### config.mk
export PLATFORM = sky130hd
export DESIGN_NAME = inst_fetch_buf
export DESIGN_NICKNAME = d
export VERILOG_FILES = /design/src/rtl/inst_fetch_buf_pkg.sv /design/src/rtl/inst_fetch_buf_sync_fifo_ctrl.sv /design/src/rtl/inst_fetch_buf.sv
export SDC_FILE = /design/constraint.sdc
export NUM_CORES = 1
export LEC_CHECK = 0
export ABC_CLOCK_PERIOD_IN_PS = 3300
export BUFFER_PORTS_ARGS = -buffer_cell sky130_fd_sc_hd__buf_2
export CORE_AREA = 4 4 155 195
export CTS_CLUSTER_DIAMETER = 120
export DETAILED_ROUTE_END_ITERATION = 16
export DIE_AREA = 0 0 159 199
export GPL_ROUTABILITY_DRIVEN = 0
export GPL_TIMING_DRIVEN = 0
export HOLD_SLACK_MARGIN = 0.1
export PLACE_DENSITY = 0.58
export REMOVE_ABC_BUFFERS = 1
export SLEW_MARGIN = 20
export SYNTH_ARGS = -nofsm -noshare
export SYNTH_HDL_FRONTEND = slang
export SYNTH_SLANG_ARGS = --single-unit
### constraint.sdc
create_clock -name clk -period 3.3 [get_ports clk]
set_input_delay 0.33 -clock clk [delete_from_list [all_inputs] [get_ports clk]]
set_output_delay 0.33 -clock clk [all_outputs]
set_load 0.01 [all_outputs]
### src/rtl/inst_fetch_buf_pkg.sv
// Shared types and constants for the rvseed instruction fetch buffer.
package inst_fetch_buf_pkg;

   localparam int CPU_WIDTH = 32;
   localparam logic [CPU_WIDTH-1:0] INST_NOP = 32'h0000_0013;

   typedef struct packed {
      logic [CPU_WIDTH-1:0] pc;
      logic [CPU_WIDTH-1:0] inst;
   } fetch_entry_t;

   // Build a storage entry from the fetch-side fields.
   function automatic fetch_entry_t make_entry(input logic [CPU_WIDTH-1:0] pc,
                                               input logic [CPU_WIDTH-1:0] inst);
      fetch_entry_t e;
      e.pc   = pc;
      e.inst = inst;
      return e;
   endfunction

endpackage

### src/rtl/inst_fetch_buf_sync_fifo_ctrl.sv
// Generic pointer/occupancy control for a power-of-two circular FIFO.
// Flush clears everything and overrides any same-cycle push or pop.
module sync_fifo_ctrl #(
   parameter  int DEPTH = 4,
   localparam int PTR_W = $clog2(DEPTH)
) (
   input  logic             clk,
   input  logic             rst,
   input  logic             push,
   input  logic             pop,
   input  logic             flush,
   output logic [PTR_W-1:0] wr_ptr,
   output logic [PTR_W-1:0] rd_ptr,
   output logic [PTR_W:0]   count,
   output logic             full,
   output logic             empty
);

   localparam logic [PTR_W:0] CNT_MAX = (PTR_W+1)'(DEPTH);

   logic [PTR_W-1:0] wr_ptr_q, wr_ptr_d;
   logic [PTR_W-1:0] rd_ptr_q, rd_ptr_d;
   logic [PTR_W:0]   count_q, count_d;
   logic             push_ok_s, pop_ok_s;

   assign full   = (count_q == CNT_MAX);
   assign empty  = (count_q == (PTR_W+1)'(0));
   assign wr_ptr = wr_ptr_q;
   assign rd_ptr = rd_ptr_q;
   assign count  = count_q;

   // Next-state pointers and occupancy; pointers wrap naturally at DEPTH.
   always_comb begin
      push_ok_s = push & ~full;
      pop_ok_s  = pop & ~empty;
      wr_ptr_d  = wr_ptr_q;
      rd_ptr_d  = rd_ptr_q;
      count_d   = count_q;
      if (flush) begin
         wr_ptr_d = PTR_W'(0);
         rd_ptr_d = PTR_W'(0);
         count_d  = (PTR_W+1)'(0);
      end else begin
         if (push_ok_s) begin
            wr_ptr_d = wr_ptr_q + PTR_W'(1);
         end else begin
            wr_ptr_d = wr_ptr_q;
         end
         if (pop_ok_s) begin
            rd_ptr_d = rd_ptr_q + PTR_W'(1);
         end else begin
            rd_ptr_d = rd_ptr_q;
         end
         case ({push_ok_s, pop_ok_s})
            2'b10:   count_d = count_q + (PTR_W+1)'(1);
            2'b01:   count_d = count_q - (PTR_W+1)'(1);
            default: count_d = count_q;
         endcase
      end
   end

   // State registers.
   always_ff @(posedge clk or posedge rst) begin
      if (rst) begin
         wr_ptr_q <= PTR_W'(0);
         rd_ptr_q <= PTR_W'(0);
         count_q  <= (PTR_W+1)'(0);
      end else begin
         wr_ptr_q <= wr_ptr_d;
         rd_ptr_q <= rd_ptr_d;
         count_q  <= count_d;
      end
   end

   a_count_range: assert property (@(posedge clk) disable iff (rst) count_q <= CNT_MAX);
   a_no_overflow: assert property (@(posedge clk) disable iff (rst) !(push && full && !flush));
   a_no_underflow: assert property (@(posedge clk) disable iff (rst) !(pop && empty && !flush));

endmodule

### src/rtl/inst_fetch_buf.sv
// Instruction fetch buffer: in-order {pc, inst} queue between fetch and decode.
// Empty buffer presents a NOP bubble; out_pc keeps the last presented pc.
module inst_fetch_buf
   import inst_fetch_buf_pkg::*;
#(
   parameter  int DEPTH = 4,
   localparam int PTR_W = $clog2(DEPTH)
) (
   input  logic                 clk,
   input  logic                 rst,
   input  logic                 flush,
   input  logic                 in_valid,
   output logic                 in_ready,
   input  logic [CPU_WIDTH-1:0] in_pc,
   input  logic [CPU_WIDTH-1:0] in_inst,
   output logic                 out_valid,
   input  logic                 out_ready,
   output logic [CPU_WIDTH-1:0] out_pc,
   output logic [CPU_WIDTH-1:0] out_inst,
   output logic [PTR_W:0]       count
);

   fetch_entry_t         mem_q [DEPTH];
   fetch_entry_t         head_s;
   logic [CPU_WIDTH-1:0] hold_pc_q, hold_pc_d;
   logic [PTR_W-1:0]     wr_ptr_s, rd_ptr_s;
   logic                 full_s, empty_s;
   logic                 push_s, pop_s;

   assign in_ready = ~full_s;
   assign push_s   = in_valid & ~full_s & ~flush;
   assign pop_s    = ~empty_s & out_ready & ~flush;
   assign head_s   = mem_q[rd_ptr_s];

   sync_fifo_ctrl #(.DEPTH(DEPTH)) u_ctrl (
      .clk    (clk),
      .rst    (rst),
      .push   (push_s),
      .pop    (pop_s),
      .flush  (flush),
      .wr_ptr (wr_ptr_s),
      .rd_ptr (rd_ptr_s),
      .count  (count),
      .full   (full_s),
      .empty  (empty_s)
   );

   // Storage write; contents are intentionally not reset.
   always_ff @(posedge clk) begin
      if (push_s) begin
         mem_q[wr_ptr_s] <= make_entry(in_pc, in_inst);
      end
   end

   // Track the pc currently shown so it can be held once the buffer drains.
   always_comb begin
      if (empty_s) begin
         hold_pc_d = hold_pc_q;
      end else begin
         hold_pc_d = head_s.pc;
      end
   end

   // Held-pc register.
   always_ff @(posedge clk or posedge rst) begin
      if (rst) begin
         hold_pc_q <= 32'h0000_0000;
      end else begin
         hold_pc_q <= hold_pc_d;
      end
   end

   // Decode-side view: head entry, or a NOP bubble when empty.
   always_comb begin
      if (empty_s) begin
         out_valid = 1'b0;
         out_pc    = hold_pc_q;
         out_inst  = INST_NOP;
      end else begin
         out_valid = 1'b1;
         out_pc    = head_s.pc;
         out_inst  = head_s.inst;
      end
   end

endmodule

Yosys cells after proc, flatten, opt, wreduce, memory -nomap -nowiden:

Memory sizes are Yosys's and may differ from the RTL's.
Index checks and enable logic that the tools add are counted.

* flip-flop bits (word level): 39
* memory bits (writable): 256
* input port bits: 69
* output and inout port bits: 69
* logic and storage cells: 36
* memories: 1

* $add $sub $neg: 4
* equal/unequal tests: 3
* muxes and demuxes: 11
* bitwise operators: 9
* reduce and logical (&&, ||, !) cells: 4

Memories
* mem_q: words 4, width 64, read ports 1, clocked after Yosys merged registers in 0, write ports 1, RTL line inst_fetch_buf.sv:23 `fetch_entry_t mem_q [DEPTH];`

Operators with widths (count)
* 32-bit 2-to-1 mux: 2
* 2-bit 2-to-1 mux: 4
* 1-bit bitwise AND: 6
* 3-bit case mux with 2 select lines: 1
* 2-bit by 1-bit adder with 2-bit output (second input constant): 2
* 2-bit nonzero test: 2
* 3-bit by 1-bit adder with 3-bit output (second input constant): 1
* 3-bit == test (second input constant): 1
* 3-bit zero test: 1
* 1-bit 2-to-1 mux: 3
* 3-bit 2-to-1 mux: 1
* 1-bit NOT: 3
* 3-bit nonzero test: 1
* 3-bit by 1-bit subtractor with 3-bit output (second input constant): 1
* 2-bit by 1-bit == test with 1-bit output (second input constant): 1
* 2-bit == test (second input constant): 1

Longest topological paths before layout:

Gate-level depths: netlist of the first run.

* depth in word-level cells: 8
* mapped depth: 7
* gate-level depth less buffers: 6

Cells and area by module:

Synthesis of the first run repeated with hierarchy kept, for this count alone.

* cell total of the unflattened synthesis: 575
* area total of the unflattened synthesis: 11313.4 um^2

By module, submodules not included
* inst_fetch_buf: instances 1, cells an instance 521, area an instance 10797.9 um^2, seq. area each 8488.1 um^2
* sync_fifo_ctrl: instances 1, cells an instance 54, area an instance 515.5 um^2, seq. area each 175.2 um^2

Worst setup path after synthesis of the first run:

Ideal clock, no wire load.

* kind: flip-flop to flip-flop
* from: register u_ctrl.count_q[0] (netlist: u_ctrl.count[0])
* to: memory mem_q[2][0] (netlist name), enable pin
* setup time: 0.429 ns
* data arrival time: 2.695 ns
* required time: 2.871 ns
* setup slack: 0.176 ns
* cell stages (with the launch flop): 5
* path buffers: 1
* clock period less this slack: 3.124 ns
* cells stage by stage: dfrtp_1 -> clkbuf_1 -> nor3b_1 -> nor3_1 -> and2_1

* cells in the longest elaborated chain, start to end: 6

RTL lines
* start: declaration: RTL line inst_fetch_buf_sync_fifo_ctrl.sv:23 `logic [PTR_W:0] count_q, count_d;`
* start signal: assignment: RTL line inst_fetch_buf_sync_fifo_ctrl.sv:67 `count_q <= (PTR_W+1)'(0);`
* start signal: assignment: RTL line inst_fetch_buf_sync_fifo_ctrl.sv:71 `count_q <= count_d;`
* 3-bit == test: RTL line inst_fetch_buf_sync_fifo_ctrl.sv:26 `assign full = (count_q == CNT_MAX);`
* 1-bit NOT: RTL line inst_fetch_buf.sv:31 `assign push_s = in_valid & ~full_s & ~flush;`
* 1-bit bitwise AND (2 in a row): RTL line inst_fetch_buf.sv:31
* 1-bit 2-to-1 mux: RTL line inst_fetch_buf.sv:50 `if (push_s) begin`
* 1-bit 2-to-1 mux (implied by the code): RTL line inst_fetch_buf.sv:51 `mem_q[wr_ptr_s] <= make_entry(in_pc, in_inst);`
* end: declaration: RTL line inst_fetch_buf.sv:23

Every way passes these cells.

Final worst setup path of the first run:

* from: register u_ctrl.rd_ptr_q[0] (netlist: u_ctrl.rd_ptr[0])
* to: output port out_pc[22]

* cells in the longest elaborated chain, start to end: 2

RTL lines
* start: declaration: RTL line inst_fetch_buf_sync_fifo_ctrl.sv:22 `logic [PTR_W-1:0] rd_ptr_q, rd_ptr_d;`
* start signal: assignment: RTL line inst_fetch_buf_sync_fifo_ctrl.sv:70 `rd_ptr_q <= rd_ptr_d;`
* memory read 4 x 64 bit
* 32-bit 2-to-1 mux
* end: declaration: RTL line inst_fetch_buf.sv:18 `output logic [CPU_WIDTH-1:0] out_pc,`

Every way passes these cells.

==> impl_metrics.py, run 1 <==
metrics = {
    "run_status": {
        "status": "finished clean",
    },
    "placement": {
        "dp_hpwl_um": 13100,
        "portBuffers": 137,
        "dp_slack_ps": 747,
        "numPlacedInstances": 981,
        "place_area_um2": 12400,
    },
    "routing": {
        "postRouteAntennaNets": 0,
        "drc_errors": 0,
        "dr.pass1.iters": 4,
        "route.vias.total": 5632,
        "routed_wl_um": 22300,
        "wl_per_cell_um": 20.2,
        "drtIter0Drc": 282,
        "via_per_inst": 5.12,
    },
    "logic_synthesis": {
        "ys.flop_type": "edfxtp_1",
        "yosysSeqAreaShare_pct": 77.3,
        "synth.area.top_cells": "edfxtp_1, mux4_2, dfrtp_1, mux2_2, and2_1",
        "synth_edf_count": 256,
        "synth-async-reset-ratio_pct": 13.2,
        "synth.most_common_cell": "edfxtp_1",
        "synth_top_area_share_pct": 68.6,
        "ys_types": 35,
        "netlist_top_cells_count": "edfxtp_1, mux4_2, dfrtp_1, and2_1, mux2_2",
        "yosys.area.top_type": "edfxtp_1",
        "synth_area_per_cell_um2": 22.1,
        "syn_area_um2": 11200,
        "ys_ff_latch": 295,
        "ys_warn_count": 0,
        "syn_inst": 507,
    },
    "sta": {
        "tightest_slew_ps": 625,
        "fin_crit_sh_pct": 91.6,
        "max_slew_margin_pct": 58.4,
        "hold_viol_final": 0,
        "rsz0062_at_grt": "no",
        "slew_violations": 0,
        "clock_skew_ps": 7.55,
        "max_freq_ghz": 0.331,
        "setup_viol_count_final": 0,
        "setup_ws_ps": 278,
        "period_minus_slack_ps": 3020,
    },
    "cells_and_area": {
        "final_cells": 1100,
        "design_area_um2": 13900,
        "fin_util_pct": 49.2,
        "syn2layout_area_growth_pct": 23.9,
        "num_antenna_cells": 0,
        "layout-drive-gt1-share_pct": 38.4,
        "fill_cells": 2303,
        "fin_nets": 797,
    },
    "clock_network": {
        "cts_sinks": 295,
        "cts_buffers": 29,
        "clk_latency_ps": 530,
        "ctsRootBufferMaster": "clkbuf_16",
        "htreeDepth": 1,
        "cts_buffer_depth": 3,
        "cts_setup_buffers": 0,
        "cts-resized-gates": 0,
        "tritoncts": "done",
        "path_clk_slew_ps": 60,
    },
    "die": {
        "core_area_um2": 28200,
        "dieArea_um2": 31600,
        "rows": 69,
        "die_y_um": 199,
        "pin_count": 138,
        "die_x_um": 159,
        "start_util_pct": 39.7,
    },
    "setup_path": {
        "endpoint_kind": "output pin",
        "worst_setup_path_start_kind": "flip-flop",
        "worstPathRequired_ps": 2970,
        "critPathArrivalTime_ps": 2690,
        "worstSetupPathType": "flip-flop to output pin",
        "worstPathMaxFanout": 32,
    },
    "power_and_ir_drop": {
        "seqPwrFrac_pct": 50.3,
        "p_leak_nw": 4.82,
        "power.total_w": 0.00889,
        "power.density_nw_per_um2": 641,
        "clkPwrFrac_pct": 32.9,
        "power.internal_w": 0.00673,
        "sw_frac_of_total_pct": 24.3,
        "combPwrFrac_pct": 16.8,
        "ir_worst_vdd_mv": 0.508,
        "switchingPower_w": 0.00216,
    },
    "global_routing": {
        "grt_pass1_vias": 6213,
        "grt_antenna_before_repair": 0,
        "overflow": 0,
        "grt_pass1_wl_um": 35300,
        "grtUsageTotal_pct": 14.1,
        "grt_max_degree": 63,
    },
    "run": {
        "max_cap_viol_count": 0,
    },
    "worst_hold_path": {
        "min_path_type": "input pin to flip-flop",
    },
}
stage by stage:
stage | TNS, ps | hold WS, ps
after floorplan | -46210 | 393
after global placement | -436130 | 479
after detailed placement | 0 | 363
after CTS | 0 | 150
after global routing | 0 | 186
final | 0 | 192
area by class of cell:
class,count,area (um^2),share of cell area [%]
Timing Repair Buffer,211,1520,11.0
Sequential cell,295,8670,62.5
Clock inverter,11,55.1,0.397
Inverter,8,35.0,0.252
Clock buffer,42,774,5.58
Multi-Input combinational cell,178,2380,17.1
Tap cell,355,444,3.20
placed cells by master, fill, tap and decap left out, types with 13 or more instances in the layout:
| master | n |
|---|---|
| clkbuf_1 | 13 |
| and2_1 | 30 |
| dlygate4sd3_1 | 66 |
| mux2_2 | 33 |
| edfxtp_1 | 256 |
| mux4_2 | 64 |
| dfrtp_1 | 37 |
| buf_2 | 137 |
| clkbuf_16 | 29 |
power groups by stage:
stage	clock network [W]	registers (W)	logic [W]
after global routing	0.00319	0.00450	0.00163
after CTS	0.00303	0.00447	0.00154
after floorplan	0	0.00457	0.000840
final	0.00293	0.00447	0.00149
after detailed placement	0	0.00455	0.00147
after global placement	0	0.00463	0.00137
kinds of logic (layout without fill, tap and decap cells):
logic type | count (synthesis) | count (layout) | synth area share (%)
flops | 295 | 295 | 77.3
mux | 97 | 97 | 16.2
simple gates | 56 | 56 | 3.15
buf+inv | 34 | 272 | 1.53
compound gates | 17 | 17 | 0.938
fa+ha+maj | 5 | 5 | 0.626
xor+xnor | 3 | 3 | 0.235
flip-flops by register name, summed over array words and instances, names as in the netlist:
register       cells
u_ctrl.rd_ptr      2
mem_q            256
u_ctrl.wr_ptr      2
u_ctrl.count       3
hold_pc_q         32
repair_timing:
item	4_1_cts	5_1_grt
endpoints found under the hold margin	275	0
setup endpoints to repair	0	0
hold buffers	66	0
layer usage:
metal	vias up	routed length (um)	track usage (%)	part of all wire [%]
met5	-	0	0	0
met4	0	550	4.08	2.5
met3	48	959	2.36	4.3
met2	132	12100	26.1	55
met1	2963	8600	17.2	39
li1	2489	-	-	-
final timing paths:
path	start	to	slack, ps	cells past startpoint
setup / recovery	u_ctrl.rd_ptr[0]	out_pc[22]	280	5
hold reg to reg	hold_pc_q[7]	hold_pc_q[7]	490	1
hold / removal	in_valid	u_ctrl.wr_ptr[1]	190	3
max in group asynchronous	rst	u_ctrl.rd_ptr[0]	2400	4
setup reg to reg	u_ctrl.count[0]	mem_q[1][29]	760	4
min in group asynchronous	rst	hold_pc_q[0]	360	3
critical path, stage by stage, from the launching register on:
cell     delay [ps]
dfrtp_4         590
buf_12          270
buf_16          280
mux4_2          540
mux2_2          280
buf_2           160
Note: power is estimated with default switching activity, not from simulation.
==> run 2, diff against run 1 <==
--- a/config.mk
+++ b/config.mk
@@ -15,6 +15,7 @@
 export GPL_TIMING_DRIVEN = 0
 export HOLD_SLACK_MARGIN = 0.1
 export PLACE_DENSITY = 0.58
+export RECOVER_POWER = 25
 export REMOVE_ABC_BUFFERS = 1
 export SLEW_MARGIN = 20
 export SYNTH_ARGS = -nofsm -noshare
==> run 2 against run 1 <==
Clock skew decreased by 0.67 ps. Clock power about the same. Register-to-register slack about the same. Worst hold slack got worse by 1.8 ps. Sequential cell count unchanged. Sequential power about the same. Maximum frequency about the same.
==> impl_metrics.py, run 2 (synthesis gave the netlist of run 1 again) <==
metrics = {
    "routing": {
        "postRouteAntennaNets": 0,
        "drtIter0Drc": 324,
        "drc_errors": 0,
        "routed_wl_um": 22200,
        "wl_per_cell_um": 20.2,
        "dr.pass1.iters": 4,
        "via_per_inst": 5.10,
        "route.vias.total": 5612,
    },
    "global_routing": {
        "grt_pass1_vias": 6213,
        "overflow": 0,
        "grt_max_degree": 63,
        "grt_pass1_wl_um": 35300,
        "grt_antenna_before_repair": 0,
        "grtUsageTotal_pct": 14.1,
    },
    "sta": {
        "slew_violations": 0,
        "setup_ws_ps": 281,
        "rsz0062_at_grt": "no",
        "setup_viol_count_final": 0,
        "max_slew_margin_pct": 58.2,
        "period_minus_slack_ps": 3020,
        "clock_skew_ps": 6.88,
        "tightest_slew_ps": 627,
        "max_freq_ghz": 0.331,
        "hold_viol_final": 0,
        "fin_crit_sh_pct": 91.5,
    },
    "clock_network": {
        "ctsRootBufferMaster": "clkbuf_16",
        "cts_setup_buffers": 0,
        "cts_buffer_depth": 3,
        "cts_buffers": 29,
        "cts_sinks": 295,
        "htreeDepth": 1,
        "cts-resized-gates": 0,
        "clk_latency_ps": 530,
        "tritoncts": "done",
        "path_clk_slew_ps": 60,
    },
    "setup_path": {
        "r2r_start": "u_ctrl.count[0]",
        "cpPeakStageDelay_ps": 590,
        "endpoint_kind": "output pin",
        "startpoint": "u_ctrl.rd_ptr[0]",
        "crit_path_top_delay_cell": "dfrtp_4",
        "worstSetupPathType": "flip-flop to output pin",
        "worstPathCellList": "buf_12, buf_16, mux4_2, mux2_2, buf_2",
        "worstPathRequired_ps": 2970,
        "critPathArrivalTime_ps": 2690,
        "worstPathMaxFanout": 32,
        "worst_setup_path_start_kind": "flip-flop",
    },
    "run": {
        "max_cap_viol_count": 0,
    },
    "die": {
        "dieArea_um2": 31600,
        "core_area_um2": 28200,
        "die_x_um": 159,
        "pin_count": 138,
        "rows": 69,
        "start_util_pct": 39.7,
        "die_y_um": 199,
    },
    "placement": {
        "dp_hpwl_um": 13100,
        "place_area_um2": 12400,
        "portBuffers": 137,
        "dp_slack_ps": 747,
    },
    "cells_and_area": {
        "layout-drive-gt1-share_pct": 32.5,
        "num_antenna_cells": 0,
        "mostFrequentLayoutCells": "edfxtp_1, buf_2, dlygate4sd3_1",
        "fill_cells": 2330,
        "fin_nets": 797,
        "design_area_um2": 13800,
        "regMostFlops": "mem_q",
        "layout_commonest_cell": "edfxtp_1",
        "largest_register_ffs": 256,
        "syn2layout_area_growth_pct": 23.4,
    },
    "worst_hold_path": {
        "hold_start": "in_valid",
        "min_path_type": "input pin to flip-flop",
    },
    "run_status": {
        "status": "finished clean",
    },
    "power_and_ir_drop": {
        "power.total_w": 0.00889,
        "p_leak_nw": 4.70,
        "ir_worst_vdd_mv": 0.508,
        "power.density_nw_per_um2": 643,
    },
}
[run 2: per-stage QoR]
step | util (%) | instances | hold slack, ps | TNS (ps)
finish | 49.0 | 1100 | 190 | 0
CTS | 49.2 | 1100 | 150 | 0
global route | 49.0 | 1100 | 186 | 0
detailed placement | 43.9 | 981 | 363 | 0
floorplan | - | 481 | 393 | -46210
global placement | 43.2 | 973 | 479 | -436130
[run 2: area by class of cell]
cell class	count	area, um^2	area share (%)
Sequential cell	295	8670	62.7
Multi-Input combinational cell	178	2380	17.2
Timing Repair Buffer	211	1470	10.6
Clock buffer	42	774	5.60
Tap cell	355	444	3.21
Clock inverter	11	55.1	0.398
Inverter	8	35.0	0.253
[run 2: critical path, delay by kind of cell (launching register included)]
kind | cells | cell delay, ps
buffers and inverters | 3 | 700
muxes | 2 | 830
DFF | 1 | 590
[run 2: what timing repair did]
action | CTS | global route
hold endpoints to repair | 275 | 0
hold buffers | 66 | 0
setup endpoints to repair | 0 | 0
[run 2: worst paths after layout]
check	endpoint	slack, ps	cells past startpoint
worst max-delay path	out_pc[8]	280	5
worst min-delay path	u_ctrl.wr_ptr[1]	190	3
worst max register to register	mem_q[1][29]	750	4
worst min register to register	hold_pc_q[7]	490	1
max in group asynchronous	u_ctrl.rd_ptr[0]	2400	4
min in group asynchronous	hold_pc_q[0]	350	3
[run 2: metal layers]
layer  wire length, um  GRT usage, %  vias up
met3               952          2.36       46
met5                 0             0        -
met1              8650          17.2     2953
li1                  -             -     2481
met4               548          4.08        0
met2             12100          26.1      132
[run 2: report_power, final]
group          leakage (nW)  switching, W  total (W)  internal [W]
combinational          1.51      0.000751    0.00149      0.000739
sequential             2.79      0.000110    0.00447       0.00436
clock                 0.400       0.00131    0.00293       0.00162
total                  4.70       0.00217    0.00889       0.00672
==> run 3, diff against run 2 <==
--- a/config.mk
+++ b/config.mk
@@ -8,6 +8,7 @@
 export ABC_CLOCK_PERIOD_IN_PS = 3300
 export BUFFER_PORTS_ARGS = -buffer_cell sky130_fd_sc_hd__buf_2
 export CORE_AREA = 4 4 155 195
+export CTS_BUF_LIST = sky130_fd_sc_hd__clkbuf_4
 export CTS_CLUSTER_DIAMETER = 120
 export DETAILED_ROUTE_END_ITERATION = 16
 export DIE_AREA = 0 0 159 199
==> run 3 against run 2 <==
Maximum frequency grew 1.8%. Die area is the same. Non-clock buffer count grew 4. Sequential power is essentially flat. Sequential share of layout area shrank 1.3 points. Count of clock-buffer cells in the layout grew 74. Cell count grew 8.8%. Critical path type unchanged. Largest cell class unchanged. Largest power group unchanged.
==> impl_metrics.py, run 3 (synthesis gave the netlist of run 1 again) <==
metrics = {
    "run_status": {
        "status": "finished clean",
    },
    "clock_network": {
        "cts_buffers": 80,
        "cts_sinks": 295,
        "tritoncts": "done",
        "path_clk_slew_ps": 60,
        "ctsRootBufferMaster": "clkbuf_4",
        "cts_buffer_depth": 3,
        "htreeDepth": 3,
        "clk_latency_ps": 680,
    },
    "setup_path": {
        "endpoint_kind": "output pin",
        "crit_path_top_delay_cell": "mux4_2",
        "critPathArrivalTime_ps": 2630,
        "worst_setup_path_start_kind": "flip-flop",
        "worstPathRequired_ps": 2970,
        "cpLargestDelayFamily": "multiplexers",
        "worstPathCellList": "buf_12, buf_16, mux4_2, mux2_2, buf_2",
        "r2r_setup_slack_ps": 710,
        "worst-path-buf-inv": 3,
        "cpPeakStageDelay_ps": 540,
        "worstSetupPathType": "flip-flop to output pin",
        "worstPathMaxFanout": 32,
    },
    "routing": {
        "via_per_inst": 4.96,
        "wl_per_cell_um": 19.1,
        "drc_errors": 0,
        "wl_met1_um": 8600,
        "routed_wl_um": 22800,
        "wl_met2_um": 12500,
        "dr.pass1.iters": 4,
        "route.vias.total": 5933,
        "postRouteAntennaNets": 0,
        "routed.top_layer": "met4",
        "wl_met3_um": 1230,
        "drtIter0Drc": 309,
    },
    "placement": {
        "dp_slack_ps": 747,
        "portBuffers": 137,
        "numPlacedInstances": 981,
        "dp_hpwl_um": 13100,
    },
    "global_routing": {
        "grt_pass1_vias": 6698,
        "grt_max_degree": 63,
        "grt_pass1_wl_um": 36500,
        "grt_antenna_before_repair": 1,
        "overflow": 0,
        "grtUsageTotal_pct": 14.8,
    },
    "power_and_ir_drop": {
        "power.density_nw_per_um2": 657,
        "ir_worst_vdd_mv": 0.316,
        "power.total_w": 0.00928,
        "p_leak_nw": 4.95,
    },
    "cells_and_area": {
        "regMostFlops": "mem_q",
        "syn2layout_area_growth_pct": 26.0,
        "layout_commonest_cell": "edfxtp_1",
        "fin_util_pct": 50.0,
        "final_cells": 1197,
        "largest_register_ffs": 256,
        "layout-drive-gt1-share_pct": 39.5,
        "mostFrequentLayoutCells": "edfxtp_1, clkbuf_4, buf_2",
        "fin_nets": 852,
    },
    "sta": {
        "hold_viol_final": 0,
        "setup_viol_count_final": 0,
        "slew_violations": 0,
        "max_slew_margin_pct": 49.4,
        "clock_skew_ps": 45.1,
        "period_minus_slack_ps": 2960,
        "tightest_slew_ps": 758,
        "fin_crit_sh_pct": 89.8,
        "setup_ws_ps": 335,
        "rsz0062_at_grt": "no",
        "max_freq_ghz": 0.337,
    },
    "die": {
        "pin_count": 138,
        "start_util_pct": 39.7,
        "die_x_um": 159,
        "die_y_um": 199,
        "rows": 69,
        "dieArea_um2": 31600,
        "core_area_um2": 28200,
    },
    "run": {
        "max_cap_viol_count": 0,
    },
    "worst_hold_path": {
        "min_path_type": "input pin to async pin",
    },
}
## run 3: cell count changes in the layout (fill, tap and decap cells not counted), sizes merged, moves of 3 or more
cell / delta
dlygate4sd3: +3
clkinv: +13
clkbuf: +74
bufinv: +4
## run 3: layer usage
metal / vias to the layer above / GRT usage [%]
met5: - / 0
met4: 0 / 5.88
met3: 29 / 4.37
met2: 189 / 26.5
met1: 3062 / 16.8
li1: 2653 / -
## run 3: worst paths after layout
check	start	end	depth (start not counted)
worst max-delay path	u_ctrl.rd_ptr[0]	out_pc[22]	5
worst min-delay path	rst	hold_pc_q[12]	3
worst max register to register	u_ctrl.count[0]	mem_q[1][26]	4
worst min register to register	hold_pc_q[22]	hold_pc_q[22]	1
max in group asynchronous	rst	hold_pc_q[30]	4
min in group clk	in_inst[20]	mem_q[2][20]	2
## run 3: what timing repair did
item,CTS,global route
setup endpoints to repair,14,23
hold buffers,69,0
resized for setup,0,1
buffers inserted,1,0
endpoints found under the hold margin,302,0
## run 3: metrics by stage
stage,TNS [ps],cell area [um^2],hold slack (ps)
finish,0,14100,327
global route,0,14100,328
CTS,0,14200,131
detailed placement,0,12400,363
global placement,-436130,12200,479
floorplan,-46210,11100,393
## run 3: final cells by class
| type | instances | area [um^2] |
|---|---|---|
| Multi-Input combinational cell | 178 | 2380 |
| Sequential cell | 295 | 8670 |
| Inverter | 8 | 43.8 |
| Fill cell | 2363 | 14100 |
| Tap cell | 355 | 444 |
| Clock buffer | 116 | 871 |
| Antenna cell | 1 | 2.50 |
| Timing Repair Buffer | 215 | 1500 |
| Clock inverter | 29 | 196 |
## run 3: worst min-delay path, cell delays in order
cell and delay (ps):
dlygate4sd3_1 530, buf_2 120, inv_1 550
## run 3: where the power goes
part | total, W | switching [W] | internal (W)
Combinational | 0.00152 | 0.000769 | 0.000754
Clock | 0.00330 | 0.00144 | 0.00185
Sequential | 0.00445 | 0.0000966 | 0.00436
Total | 0.00928 | 0.00231 | 0.00697
